<file path="config.mk">
export PLATFORM = sky130hd
export DESIGN_NAME = instr_fetch_stage_flat
export DESIGN_NICKNAME = d
export VERILOG_FILES = /design/src/rtl/cpu_pkg.sv /design/src/rtl/instr_fetch_stage_if.sv /design/src/rtl/pc_next_sel.sv /design/src/rtl/instr_fetch_stage.sv /design/src/flat_wrapper.sv
export SDC_FILE = /design/constraint.sdc
export NUM_CORES = 1
export LEC_CHECK = 0
export CAP_MARGIN = 10
export CELL_PAD_IN_SITES_DETAIL_PLACEMENT = 2
export CELL_PAD_IN_SITES_GLOBAL_PLACEMENT = 2
export CORE_MARGIN = 1
export CORE_UTILIZATION = 30
export DETAILED_ROUTE_END_ITERATION = 7
export PLACE_DENSITY_LB_ADDON = 0.1
export SLEW_MARGIN = 20
export SYNTH_ARGS = -nofsm -noshare
export SYNTH_HDL_FRONTEND = slang
export SYNTH_HIERARCHICAL = 1
export SYNTH_SLANG_ARGS = --single-unit
</file>
<file path="constraint.sdc">
create_clock -name clk -period 7.3 [get_ports clk]
set_input_delay 1.46 -clock clk [delete_from_list [all_inputs] [get_ports clk]]
set_output_delay 1.46 -clock clk [all_outputs]
set_load 0.005 [all_outputs]
</file>
<file path="src/rtl/cpu_pkg.sv">
// cpu_pkg: constants and encodings shared by the fetch stage, IF/ID and control.
//   PC_WIDTH     width of PC and instruction-memory address
//   NO_OP        bubble instruction inserted on squash/stall/halt
//   HALT_OPCODE  opcode (instr[31:26]) that stops fetch
//   fetch_state_e  fetch FSM encoding, pc_sel_e  next-PC mux select
package cpu_pkg;
    localparam int          PC_WIDTH    = 32;
    localparam logic [31:0] NO_OP       = 32'hF000_0000;
    localparam logic [5:0]  HALT_OPCODE = 6'b111111;

    typedef enum logic [1:0] {FETCH, STALL, REDIR, HALT} fetch_state_e;
    typedef enum logic [1:0] {PC_SEL_RESET, PC_SEL_TARGET, PC_SEL_HOLD, PC_SEL_INC} pc_sel_e;

    function automatic logic is_halt(input logic [31:0] instr);
        return instr[31:26] == HALT_OPCODE;
    endfunction
endpackage

</file>
<file path="src/rtl/instr_fetch_stage_if.sv">
// instr_fetch_stage_if: bundles the fetch stage's control, imem and IF/ID signals.
//   data_hazard, branch_taken, branch_target  control inputs to fetch
//   imem_data (in), imem_addr/imem_rd_en (out) synchronous-read instruction memory
//   instruction_out, PC_out, flush_out        to the IF/ID register
//   halted                                    fetch stopped on HALT
//   master: the fetch stage; slave: its environment
interface instr_fetch_stage_if;
    import cpu_pkg::*;
    logic                data_hazard;
    logic                branch_taken;
    logic [PC_WIDTH-1:0] branch_target;
    logic [31:0]         imem_data;
    logic [PC_WIDTH-1:0] imem_addr;
    logic                imem_rd_en;
    logic [31:0]         instruction_out;
    logic [PC_WIDTH-1:0] PC_out;
    logic                flush_out;
    logic                halted;

    modport master (
        input  data_hazard, branch_taken, branch_target, imem_data,
        output imem_addr, imem_rd_en, instruction_out, PC_out, flush_out, halted
    );
    modport slave (
        output data_hazard, branch_taken, branch_target, imem_data,
        input  imem_addr, imem_rd_en, instruction_out, PC_out, flush_out, halted
    );
endinterface

</file>
<file path="src/rtl/pc_next_sel.sv">
// pc_next_sel: combinational next-PC mux.
//   sel     which source to take (reset / target / hold / increment)
//   pc_q    current PC, target redirect address
//   pc_d    next PC; increment wraps modulo 2^PC_WIDTH
module pc_next_sel
    import cpu_pkg::*;
#(
    parameter logic [PC_WIDTH-1:0] RESET_PC = '0,
    parameter logic [PC_WIDTH-1:0] PC_STEP  = 1
) (
    input  pc_sel_e             sel,
    input  logic [PC_WIDTH-1:0] pc_q,
    input  logic [PC_WIDTH-1:0] target,
    output logic [PC_WIDTH-1:0] pc_d
);
    always_comb
        pc_d = sel == PC_SEL_TARGET ? target :
               sel == PC_SEL_HOLD   ? pc_q   :
               sel == PC_SEL_INC    ? pc_q + PC_STEP : RESET_PC;
endmodule

</file>
<file path="src/rtl/instr_fetch_stage.sv">
// instr_fetch_stage: owns the PC, drives a 1-cycle synchronous imem and feeds IF/ID.
//   clk, rst  clock and asynchronous active-high reset
//   bus       instr_fetch_stage_if.master: hazard/redirect inputs, imem port,
//             instruction_out/PC_out/flush_out to IF/ID, halted status
module instr_fetch_stage
    import cpu_pkg::*;
#(
    parameter logic [PC_WIDTH-1:0] RESET_PC = '0,
    parameter logic [PC_WIDTH-1:0] PC_STEP  = 1
) (
    input logic                  clk,
    input logic                  rst,
    instr_fetch_stage_if.master  bus
);
    fetch_state_e        state_q, state_d;
    pc_sel_e             pc_sel;
    logic [PC_WIDTH-1:0] pc_q, pc_d, resp_pc_q, hold_pc_q, cur_pc;
    logic [31:0]         hold_instr_q, cur_instr;
    logic                resp_valid_q, hold_valid_q, hold_valid_d, cur_valid;
    logic                rd_en, capture;

    pc_next_sel #(.RESET_PC(RESET_PC), .PC_STEP(PC_STEP)) u_pc_next (
        .sel    (pc_sel),
        .pc_q   (pc_q),
        .target (bus.branch_target),
        .pc_d   (pc_d)
    );

    // The instruction on offer to IF/ID: a held (stalled) one takes precedence
    // over a fresh imem response; the two are never valid together.
    always_comb begin
        cur_valid = hold_valid_q | resp_valid_q;
        cur_instr = hold_valid_q ? hold_instr_q : bus.imem_data;
        cur_pc    = hold_valid_q ? hold_pc_q : resp_pc_q;
    end

    always_comb begin
        state_d      = state_q;
        pc_sel       = PC_SEL_HOLD;
        rd_en        = 1'b0;
        capture      = 1'b0;
        hold_valid_d = 1'b0;
        if (bus.branch_taken) begin
            state_d = REDIR;
            pc_sel  = PC_SEL_TARGET;
        end else if (state_q == REDIR) begin
            // Fetch the target even under a hazard: nothing valid is on offer
            // yet, and a stalled response lands in the hold register next cycle.
            state_d = FETCH;
            pc_sel  = PC_SEL_INC;
            rd_en   = 1'b1;
        end else if (state_q != HALT && bus.data_hazard) begin
            state_d      = STALL;
            capture      = !hold_valid_q && resp_valid_q;
            hold_valid_d = cur_valid;
        end else if (state_q != HALT && !(cur_valid && is_halt(cur_instr))) begin
            state_d = FETCH;
            pc_sel  = PC_SEL_INC;
            rd_en   = 1'b1;
        end else begin
            // HALT is handed to IF/ID this cycle; no further reads are issued.
            state_d = HALT;
        end
    end

    always_ff @(posedge clk or posedge rst) begin
        if (rst) begin
            state_q      <= FETCH;
            pc_q         <= RESET_PC;
            resp_valid_q <= 1'b0;
            resp_pc_q    <= RESET_PC;
            hold_valid_q <= 1'b0;
            hold_instr_q <= NO_OP;
            hold_pc_q    <= RESET_PC;
        end else begin
            state_q      <= state_d;
            pc_q         <= pc_d;
            resp_valid_q <= rd_en;
            hold_valid_q <= hold_valid_d;
            if (rd_en) resp_pc_q <= pc_q;
            if (capture) begin
                hold_instr_q <= bus.imem_data;
                hold_pc_q    <= resp_pc_q;
            end
        end
    end

    assign bus.imem_addr       = pc_q;
    assign bus.imem_rd_en      = rd_en && !rst;
    assign bus.flush_out       = !rst && (bus.branch_taken || state_q == REDIR);
    assign bus.instruction_out = cur_valid && !bus.flush_out ? cur_instr : NO_OP;
    assign bus.PC_out          = cur_pc;
    assign bus.halted          = state_q == HALT;
endmodule
</file>
<file path="src/flat_wrapper.sv">
// flat-port wrapper written by rule: the top's interface ports become plain ports
module instr_fetch_stage_flat import cpu_pkg::*;
#(
    parameter logic [PC_WIDTH-1:0] RESET_PC = '0,
    parameter logic [PC_WIDTH-1:0] PC_STEP  = 1
)
  (clk, rst, bus_data_hazard, bus_branch_taken, bus_branch_target, bus_imem_data, bus_imem_addr, bus_imem_rd_en, bus_instruction_out, bus_PC_out, bus_flush_out, bus_halted);
  instr_fetch_stage_if bus_i ();
  input logic clk;
  input logic rst;
  input wire logic [$bits(bus_i.data_hazard)-1:0] bus_data_hazard;
  input wire logic [$bits(bus_i.branch_taken)-1:0] bus_branch_taken;
  input wire logic [$bits(bus_i.branch_target)-1:0] bus_branch_target;
  input wire logic [$bits(bus_i.imem_data)-1:0] bus_imem_data;
  output wire logic [$bits(bus_i.imem_addr)-1:0] bus_imem_addr;
  output wire logic [$bits(bus_i.imem_rd_en)-1:0] bus_imem_rd_en;
  output wire logic [$bits(bus_i.instruction_out)-1:0] bus_instruction_out;
  output wire logic [$bits(bus_i.PC_out)-1:0] bus_PC_out;
  output wire logic [$bits(bus_i.flush_out)-1:0] bus_flush_out;
  output wire logic [$bits(bus_i.halted)-1:0] bus_halted;
  assign bus_i.data_hazard = bus_data_hazard;
  assign bus_i.branch_taken = bus_branch_taken;
  assign bus_i.branch_target = bus_branch_target;
  assign bus_i.imem_data = bus_imem_data;
  assign bus_imem_addr = bus_i.imem_addr;
  assign bus_imem_rd_en = bus_i.imem_rd_en;
  assign bus_instruction_out = bus_i.instruction_out;
  assign bus_PC_out = bus_i.PC_out;
  assign bus_flush_out = bus_i.flush_out;
  assign bus_halted = bus_i.halted;
  instr_fetch_stage #(.RESET_PC(RESET_PC), .PC_STEP(PC_STEP)) u_core (.clk(clk), .rst(rst), .bus(bus_i));
endmodule
</file>
==> results of run 1 <==
-- flip-flops by register name, indices dropped and copies added, names as in the netlist --
register and cells:
u_core/hold_instr_q 32, u_core/resp_valid_q 1, u_core/hold_pc_q 32, u_core/hold_valid_q 1, u_core/state_q 2, u_core/resp_pc_q 32, u_core/bus.imem_addr 32
-- cell usage in the layout, fill, tap and decap left out, types with 4 or more instances in the layout --
cell and n:
clkinv_2 4, clkbuf_1 4, a21oi_1 7, xor2_1 4
nand4b_1 4, clkdlybuf4s50_1 166, or4_1 7, nand3_1 75
a22o_1 16, a211o_1 6, nor3_1 6, mux2_4 60
xnor2_1 6, buf_4 11, clkbuf_16 17, nor2b_1 14
dfstp_2 4, o311ai_0 7, o211ai_1 10, nor2_1 39
a221o_1 7, dfrtp_1 127, o2111ai_1 26, nand2_1 90
inv_1 5, nand4_1 8, mux2_2 37, mux2i_1 28
and4_1 5, nand2b_1 4
-- synthesized netlist by cell type (6+ instances only) --
master,number
a211o_1,6
a21oi_1,7
a221o_1,7
a22o_1,16
buf_1,6
buf_12,6
buf_2,17
clkbuf_1,22
dfrtp_1,128
inv_1,6
mux2_2,37
mux2_4,60
mux2i_1,28
nand2_1,90
nand3_1,75
nand4_1,8
nor2_1,39
nor2b_1,16
nor3_1,6
o2111ai_1,26
o211ai_1,10
o311ai_0,7
or4_1,7
xnor2_1,6
-- worst max path at each step --
stage                               to  slack [ns]  depth (start not counted)               from
3_3_place_gp            bus_imem_rd_en        2.03                          7  bus_imem_data[31]
4_1_cts                 bus_imem_rd_en        1.97                          7  bus_imem_data[31]
6_report                bus_imem_rd_en        2.00                          7  bus_imem_data[31]
2_1_floorplan  u_core/bus.imem_addr[0]        2.32                          1                rst
5_1_grt                 bus_imem_rd_en        1.82                          7  bus_imem_data[31]
3_5_place_dp            bus_imem_rd_en        1.98                          7  bus_imem_data[31]
-- kinds of logic after synthesis --
family                     synth area share
AOI/OAI and AO/OA                    0.1017
xor gates and xnor gates            0.01159
adders and majority gates          0.001655
buffers and inverters               0.04603
DFF                                  0.4377
muxes                                0.2114
and+or+nand+nor                      0.1899
-- per-stage QoR --
step	setup slack [ns]	cells	hold WS, ns
detailed placement	1.982	1148	0.4874
global placement	2.030	1148	0.4828
global route	1.819	1181	0.5214
floorplan	2.321	699	0.4736
finish	1.996	1181	0.5043
CTS	1.968	1180	0.5037
-- routing by layer --
layer  vias up  global-route usage  part of all wire
met5         -                   0                 0
met4         0             0.05060            0.0086
met3        13             0.03461             0.033
met2       139              0.3442              0.50
met1      3343              0.2737              0.46
li1       2873                   -                 -
-- power groups by stage --
stage | Sequential, W | Combinational, W | Clock [W]
floorplan | 0.00105 | 0.000401 | 0
global placement | 0.00111 | 0.000639 | 0
detailed placement | 0.00113 | 0.000665 | 0
CTS | 0.00112 | 0.000675 | 0.000912
global route | 0.00114 | 0.000722 | 0.000940
finish | 0.00111 | 0.000667 | 0.000885
-- final cells by class --
| class | instances | area share |
|---|---|---|
| Inverter | 7 | 0.003118 |
| Clock inverter | 9 | 0.01272 |
| Clock buffer | 23 | 0.04665 |
| Multi-Input combinational cell | 508 | 0.3903 |
| Timing Repair Buffer | 178 | 0.1766 |
| Sequential cell | 132 | 0.3302 |
| Tap cell | 324 | 0.04041 |
==> impl_metrics.prom, run 1 <==
# TYPE chip_impl_metric gauge
chip_impl_info{name="outcome",value="complete, no violations"} 1
chip_impl_metric{name="clk_pin_slew_worst_paths",unit="ns"} 0.06
chip_impl_info{name="critical_path.cell_chain",value="clkdlybuf4s50_1, nand4b_1, a222oi_1, buf_4, and2_1, nor3_1, clkdlybuf4s50_1"} 1
chip_impl_metric{name="sequentialPowerShare",unit=""} 0.418
chip_impl_metric{name="power_leakage",unit="nW"} 4.189
chip_impl_metric{name="initial_antenna_violation_count",unit=""} 0
chip_impl_info{name="worst-setup-path-type",value="input pin to output port"} 1
chip_impl_metric{name="synth-seq-cells",unit=""} 132
chip_impl_info{name="area_contributors_post_synth",value="dfrtp_1, mux2_4, mux2_2, nand3_1, nand2_1"} 1
chip_impl_metric{name="synth.cell_area",unit="um2"} 7557
chip_impl_info{name="root_buffer",value="clkbuf_16"} 1
chip_impl_metric{name="timing.final.hold_violations",unit=""} 0
chip_impl_metric{name="start_util",unit=""} 0.3080
chip_impl_info{name="critical-path-top-cell-by-count",value="clkdlybuf4s50_1"} 1
chip_impl_metric{name="synth_cell_types",unit=""} 55
chip_impl_metric{name="cp_max_fo",unit=""} 29
chip_impl_metric{name="numCtsBuffers",unit=""} 17
chip_impl_metric{name="timing.final.crit_period",unit="ns"} 5.304
chip_impl_metric{name="detail_route.vias_per_cell",unit=""} 5.392
chip_impl_metric{name="number_of_cells_on_the_worst_hold_path",unit=""} 1
chip_impl_metric{name="fmax",unit="GHz"} 0.1886
chip_impl_info{name="post-synth-top-area-cell",value="dfrtp_1"} 1
chip_impl_info{name="r2r-start",value="u_core/hold_valid_q"} 1
chip_impl_metric{name="detailedPlacementHpwl",unit="um"} 17070
chip_impl_metric{name="tightest_slew",unit="ns"} 1.071
chip_impl_metric{name="synth.yosys.seq_area_share",unit=""} 0.4377
chip_impl_info{name="hold-path-endpoint",value="u_core/hold_pc_q[9]"} 1
chip_impl_metric{name="ys.warnings.count",unit=""} 6
chip_impl_metric{name="nets_in_the_synthesized_netlist",unit=""} 768
chip_impl_metric{name="cts.htree.levels",unit=""} 4
chip_impl_metric{name="antenna_diodes",unit=""} 0
chip_impl_info{name="ys.flop_type",value="dfrtp_1"} 1
chip_impl_info{name="grt_setup_unrepaired",value="no"} 1
chip_impl_metric{name="num_vias",unit=""} 6368
chip_impl_metric{name="holdBufCountCts",unit=""} 0
chip_impl_info{name="endpoint_of_the_worst_slack_reg_to_reg_timing_path",value="u_core/bus.imem_addr[13]"} 1
chip_impl_info{name="hold_path.startpoint",value="u_core/hold_pc_q[9]"} 1
chip_impl_metric{name="grt_max_degree",unit=""} 77
chip_impl_metric{name="groute.usage.overall",unit=""} 0.2050
chip_impl_metric{name="cap_viol_max_count",unit=""} 0
chip_impl_metric{name="portBuffers",unit=""} 166
chip_impl_metric{name="setup_violations",unit=""} 0
chip_impl_metric{name="drt_first_pass_iters",unit=""} 4
chip_impl_metric{name="post_synth.cell_area_avg",unit="um2"} 10.81
chip_impl_metric{name="worst_case_register_to_register_setup_slack",unit="ns"} 3.56
chip_impl_metric{name="cp_num_buf_inv",unit=""} 3
chip_impl_metric{name="remaining_drc_errors",unit=""} 0
chip_impl_info{name="start_kind",value="input pin"} 1
chip_impl_metric{name="vdd_drop_max",unit="V"} 0.0001140
chip_impl_metric{name="layout.filler_cells",unit=""} 2595
chip_impl_metric{name="floorplan.die.width",unit="um"} 160.7
chip_impl_metric{name="final_core_util",unit=""} 0.4089
chip_impl_metric{name="grt_remaining_overflow",unit=""} 0
chip_impl_metric{name="ctsResizeCount",unit=""} 0
chip_impl_metric{name="post-layout-total-power",unit="W"} 0.002666
chip_impl_metric{name="timing.critical_path.slowest_cell_delay",unit="ns"} 0.51
chip_impl_metric{name="p_per_area",unit="nW/um2"} 265.8
chip_impl_metric{name="postPlaceCellArea",unit="um2"} 9408
chip_impl_metric{name="synth_largest_type_area_fraction",unit=""} 0.4238
chip_impl_metric{name="multiInputGateArea",unit="um2"} 3915
chip_impl_info{name="cpLargestDelayFamily",value="buffers and inverters"} 1
chip_impl_metric{name="route.antenna.remaining_nets",unit=""} 0
chip_impl_metric{name="io_pins",unit=""} 167
chip_impl_metric{name="final.setup.tns",unit="ns"} 0
chip_impl_metric{name="share_clk_of_total_power",unit=""} 0.332
chip_impl_metric{name="detail_route.iter0.violations",unit=""} 317
chip_impl_metric{name="num-nets-final",unit=""} 913
chip_impl_metric{name="wl_per_cell",unit="um"} 21.75
chip_impl_metric{name="clock_skew",unit="ns"} 0.01607
chip_impl_metric{name="r2r_cells",unit=""} 10
chip_impl_metric{name="p_int",unit="W"} 0.001901
chip_impl_metric{name="global_placement_routability_congestion",unit=""} 0.7529
chip_impl_metric{name="floorplan.rows",unit=""} 57
chip_impl_info{name="tritoncts",value="yes"} 1
chip_impl_metric{name="area_growth_from_synthesis_to_layout",unit="%"} 32.73
chip_impl_metric{name="worstPathArrival",unit="ns"} 3.84
chip_impl_metric{name="die_height",unit="um"} 160.7
chip_impl_metric{name="layout-drive-gt1-share",unit=""} 0.1832
chip_impl_metric{name="final.period_utilization",unit=""} 0.7265
chip_impl_metric{name="drt_wl_total",unit="um"} 25690
chip_impl_metric{name="clock_latency",unit="ns"} 0.43
chip_impl_metric{name="post_synth_inst_count",unit=""} 699
chip_impl_metric{name="cts_setup_buffers",unit=""} 0
chip_impl_info{name="timing.hold.worst.class",value="flip-flop to flip-flop"} 1
chip_impl_metric{name="net_switching_power_figure",unit="W"} 0.0007649
chip_impl_metric{name="grt_pass1_wl",unit="um"} 41270
chip_impl_metric{name="fin_area",unit="um2"} 10030
chip_impl_metric{name="design.core.area",unit="um2"} 24530
chip_impl_metric{name="regArea",unit="um2"} 3312
chip_impl_metric{name="grt_pass1_vias",unit=""} 7116
chip_impl_metric{name="clkSinkCount",unit=""} 132
chip_impl_metric{name="number_of_synthesized_flops_with_an_enable_pin",unit=""} 0
chip_impl_metric{name="final-max-slew-violation-count",unit=""} 0
chip_impl_metric{name="max-clock-path-buffers",unit=""} 2
chip_impl_info{name="timing.critical_path.to_type",value="output port"} 1
chip_impl_metric{name="die-area",unit="um2"} 25830
chip_impl_metric{name="required",unit="ns"} 5.84
chip_impl_info{name="worst_path_cell_with_the_longest_stage_delay",value="clkdlybuf4s50_1"} 1
chip_impl_metric{name="switching_power_as_a_share_of_total_power",unit=""} 0.2869
chip_impl_metric{name="power.combinational.fraction",unit=""} 0.250
chip_impl_metric{name="worst_slew_margin_rel",unit=""} 0.2857
chip_impl_metric{name="synth-async-reset-ratio",unit=""} 1.000
Note: power is estimated with default switching activity, not from simulation.
==> inputs of run 2 (changes only) <==
- CORE_UTILIZATION: 30 -> 29
- clock period: 7.3 -> 4.6 ns (I/O delays scaled with it)
==> impl_metrics.prom, run 2 (synthesis gave the netlist of run 1 again) <==
# TYPE chip_impl_metric gauge
chip_impl_info{name="outcome",value="complete, no violations"} 1
chip_impl_metric{name="worst_slew_margin_rel",unit=""} 0.3259
chip_impl_metric{name="drt_first_pass_iters",unit=""} 4
chip_impl_metric{name="cap_viol_max_count",unit=""} 0
chip_impl_metric{name="numCtsBuffers",unit=""} 17
chip_impl_metric{name="final.period_utilization",unit=""} 0.8607
chip_impl_metric{name="vdd_drop_max",unit="V"} 0.0001820
chip_impl_metric{name="detail_route.iter0.violations",unit=""} 226
chip_impl_info{name="r2r-start",value="u_core/hold_valid_q"} 1
chip_impl_info{name="tritoncts",value="yes"} 1
chip_impl_metric{name="detailedPlacementHpwl",unit="um"} 17140
chip_impl_metric{name="timing.final.hold_violations",unit=""} 0
chip_impl_metric{name="worstPathArrival",unit="ns"} 3.04
chip_impl_metric{name="global_placement_routability_congestion",unit=""} 0.8049
chip_impl_metric{name="clk_pin_slew_worst_paths",unit="ns"} 0.06
chip_impl_metric{name="design.core.area",unit="um2"} 25400
chip_impl_metric{name="power_leakage",unit="nW"} 4.220
chip_impl_metric{name="required",unit="ns"} 3.68
chip_impl_metric{name="ctsResizeCount",unit=""} 0
chip_impl_metric{name="cts.htree.levels",unit=""} 4
chip_impl_metric{name="final-max-slew-violation-count",unit=""} 0
chip_impl_metric{name="cp_max_fo",unit=""} 55
chip_impl_info{name="critical_path.cell_chain",value="nand4_1, a222oi_1, and2_1, nor3_1, clkdlybuf4s50_1"} 1
chip_impl_info{name="hold_path.startpoint",value="u_core/hold_pc_q[20]"} 1
chip_impl_metric{name="num_vias",unit=""} 6392
chip_impl_metric{name="clkSinkCount",unit=""} 132
chip_impl_metric{name="clock_latency",unit="ns"} 0.42
chip_impl_metric{name="max-clock-path-buffers",unit=""} 2
chip_impl_metric{name="grt_max_degree",unit=""} 112
chip_impl_metric{name="post-place-cells",unit=""} 1161
chip_impl_metric{name="timing.final.crit_period",unit="ns"} 3.959
chip_impl_metric{name="groute.usage.overall",unit=""} 0.1937
chip_impl_info{name="grt_setup_unrepaired",value="no"} 1
chip_impl_metric{name="floorplan.die.width",unit="um"} 163.4
chip_impl_metric{name="tightest_slew",unit="ns"} 1.011
chip_impl_metric{name="drt_wl_total",unit="um"} 25180
chip_impl_metric{name="p_per_area",unit="nW/um2"} 426.3
chip_impl_metric{name="route.antenna.remaining_nets",unit=""} 0
chip_impl_metric{name="grt_pass1_vias",unit=""} 7085
chip_impl_info{name="worst-setup-path-type",value="flip-flop to output port"} 1
chip_impl_metric{name="wl_per_cell",unit="um"} 21.10
chip_impl_metric{name="antenna_diodes",unit=""} 0
chip_impl_metric{name="floorplan.rows",unit=""} 58
chip_impl_metric{name="worst_case_register_to_register_setup_slack",unit="ns"} 1.12
chip_impl_info{name="start_kind",value="flip-flop"} 1
chip_impl_metric{name="holdBufCountCts",unit=""} 0
chip_impl_info{name="worst_path_cell_with_the_longest_stage_delay",value="dfrtp_4"} 1
chip_impl_metric{name="cp_num_buf_inv",unit=""} 1
chip_impl_info{name="root_buffer",value="clkbuf_16"} 1
chip_impl_info{name="cpLargestDelayFamily",value="flip-flops"} 1
chip_impl_metric{name="initial_antenna_violation_count",unit=""} 0
chip_impl_metric{name="remaining_drc_errors",unit=""} 0
chip_impl_metric{name="grt_remaining_overflow",unit=""} 0
chip_impl_info{name="final_cell_mix",value="clkdlybuf4s50_1, dfrtp_1, nand2_1"} 1
chip_impl_metric{name="final.setup.tns",unit="ns"} 0
chip_impl_metric{name="portBuffers",unit=""} 166
chip_impl_metric{name="holdWs",unit="ns"} 0.5068
chip_impl_metric{name="io_pins",unit=""} 167
chip_impl_info{name="timing.hold.worst.class",value="flip-flop to flip-flop"} 1
chip_impl_metric{name="die-area",unit="um2"} 26710
chip_impl_metric{name="die_height",unit="um"} 163.4
chip_impl_metric{name="detail_route.vias_per_cell",unit=""} 5.358
chip_impl_metric{name="start_util",unit=""} 0.2975
chip_impl_metric{name="fmax",unit="GHz"} 0.2526
chip_impl_metric{name="layout-drive-gt1-share",unit=""} 0.1935
chip_impl_metric{name="final_cell_count_no_fill",unit=""} 1193
chip_impl_metric{name="number_of_cells_on_the_worst_hold_path",unit=""} 1
chip_impl_info{name="timing.critical_path.to_type",value="output port"} 1
chip_impl_metric{name="grt_pass1_wl",unit="um"} 40080
chip_impl_metric{name="timing.critical_path.slowest_cell_delay",unit="ns"} 0.95
chip_impl_info{name="hold-path-endpoint",value="u_core/hold_pc_q[20]"} 1
chip_impl_metric{name="area_growth_from_synthesis_to_layout",unit="%"} 33.82
chip_impl_metric{name="num-nets-final",unit=""} 919
chip_impl_metric{name="setup_violations",unit=""} 0
chip_impl_info{name="layout.cells.most_common",value="clkdlybuf4s50_1"} 1
chip_impl_info{name="endpoint_of_the_worst_slack_reg_to_reg_timing_path",value="u_core/bus.imem_addr[23]"} 1
chip_impl_metric{name="r2r_cells",unit=""} 8
chip_impl_metric{name="clock_skew",unit="ns"} 0.01157
chip_impl_metric{name="cts_setup_buffers",unit=""} 0
==> run 2: changes by cell type in the layout (fill, tap and decap cells not counted), moves of 2 or more <==
cell | before | now
buf_4 | 11 | 18
clkinvlp_4 | 0 | 5
clkbuf_1 | 4 | 0
clkinv_2 | 4 | 2
clkinv_4 | 2 | 0
==> run 2: final cells by class <==
cell class,count,area (um2)
clock buffers,20,466.7
multi-input cells,508,3915
well taps,330,412.9
flip-flops and latches,132,3312
repair buffers,184,1797
clock inverters,12,176.4
fillers,2691,15290
inverters,7,33.78
==> run 2: worst max path at each step <==
stage / endpoint / depth (start not counted) / slack, ns / start
4_1_cts: bus_imem_rd_en / 5 / 0.60 / u_core/hold_valid_q
3_5_place_dp: bus_imem_rd_en / 6 / 0.71 / bus_imem_data[28]
2_1_floorplan: u_core/bus.imem_addr[0] / 1 / 0.16 / rst
6_report: bus_imem_rd_en / 5 / 0.64 / u_core/hold_valid_q
3_3_place_gp: bus_imem_rd_en / 6 / 0.76 / bus_imem_data[26]
5_1_grt: bus_imem_rd_en / 5 / 0.44 / u_core/hold_valid_q
==> run 2: power by group <==
group	internal (W)	switching [W]	total (W)
registers	0.00146	0.000298	0.00176
clock network	0.000951	0.000543	0.00149
logic	0.000675	0.000381	0.00106
==> run 2: metal layers <==
metal  share of wire  up-vias  track usage  routed length [um]
li1                -     2890            -                   -
met1            0.47     3308       0.2581               11740
met2            0.48      162       0.3209               12080
met3           0.037       32      0.02971                 924
met4           0.017        0      0.05905                 440
met5               0        -            0                   0
==> run 2: worst reg2reg max path, cell delays in order, from the launching register on <==
cell	delay, ns
dfrtp_4	0.95
nand3b_1	0.25
a222oi_1	0.18
o31ai_1	0.33
buf_4	0.25
nand4_4	0.19
or4_1	0.61
or4_1	0.55
nand3_1	0.10
==> run 2: per-stage QoR <==
stage / area [um2] / util / setup WS [ns] / power, W
floorplan: 7557 / - / 0.1606 / 0.002298
global placement: 9465 / 0.3727 / 0.7568 / 0.002770
detailed placement: 9468 / 0.3728 / 0.7092 / 0.002839
CTS: 10110 / 0.3981 / 0.6048 / 0.004371
global route: 10110 / 0.3982 / 0.4378 / 0.004526
finish: 10110 / 0.3982 / 0.6409 / 0.004311
==> inputs of run 3 (changes only) <==
- CTS_CLUSTER_DIAMETER: unset -> 30
==> results of run 3 <==
No change in the layout: final DEF, timing and power equal those of run 2.
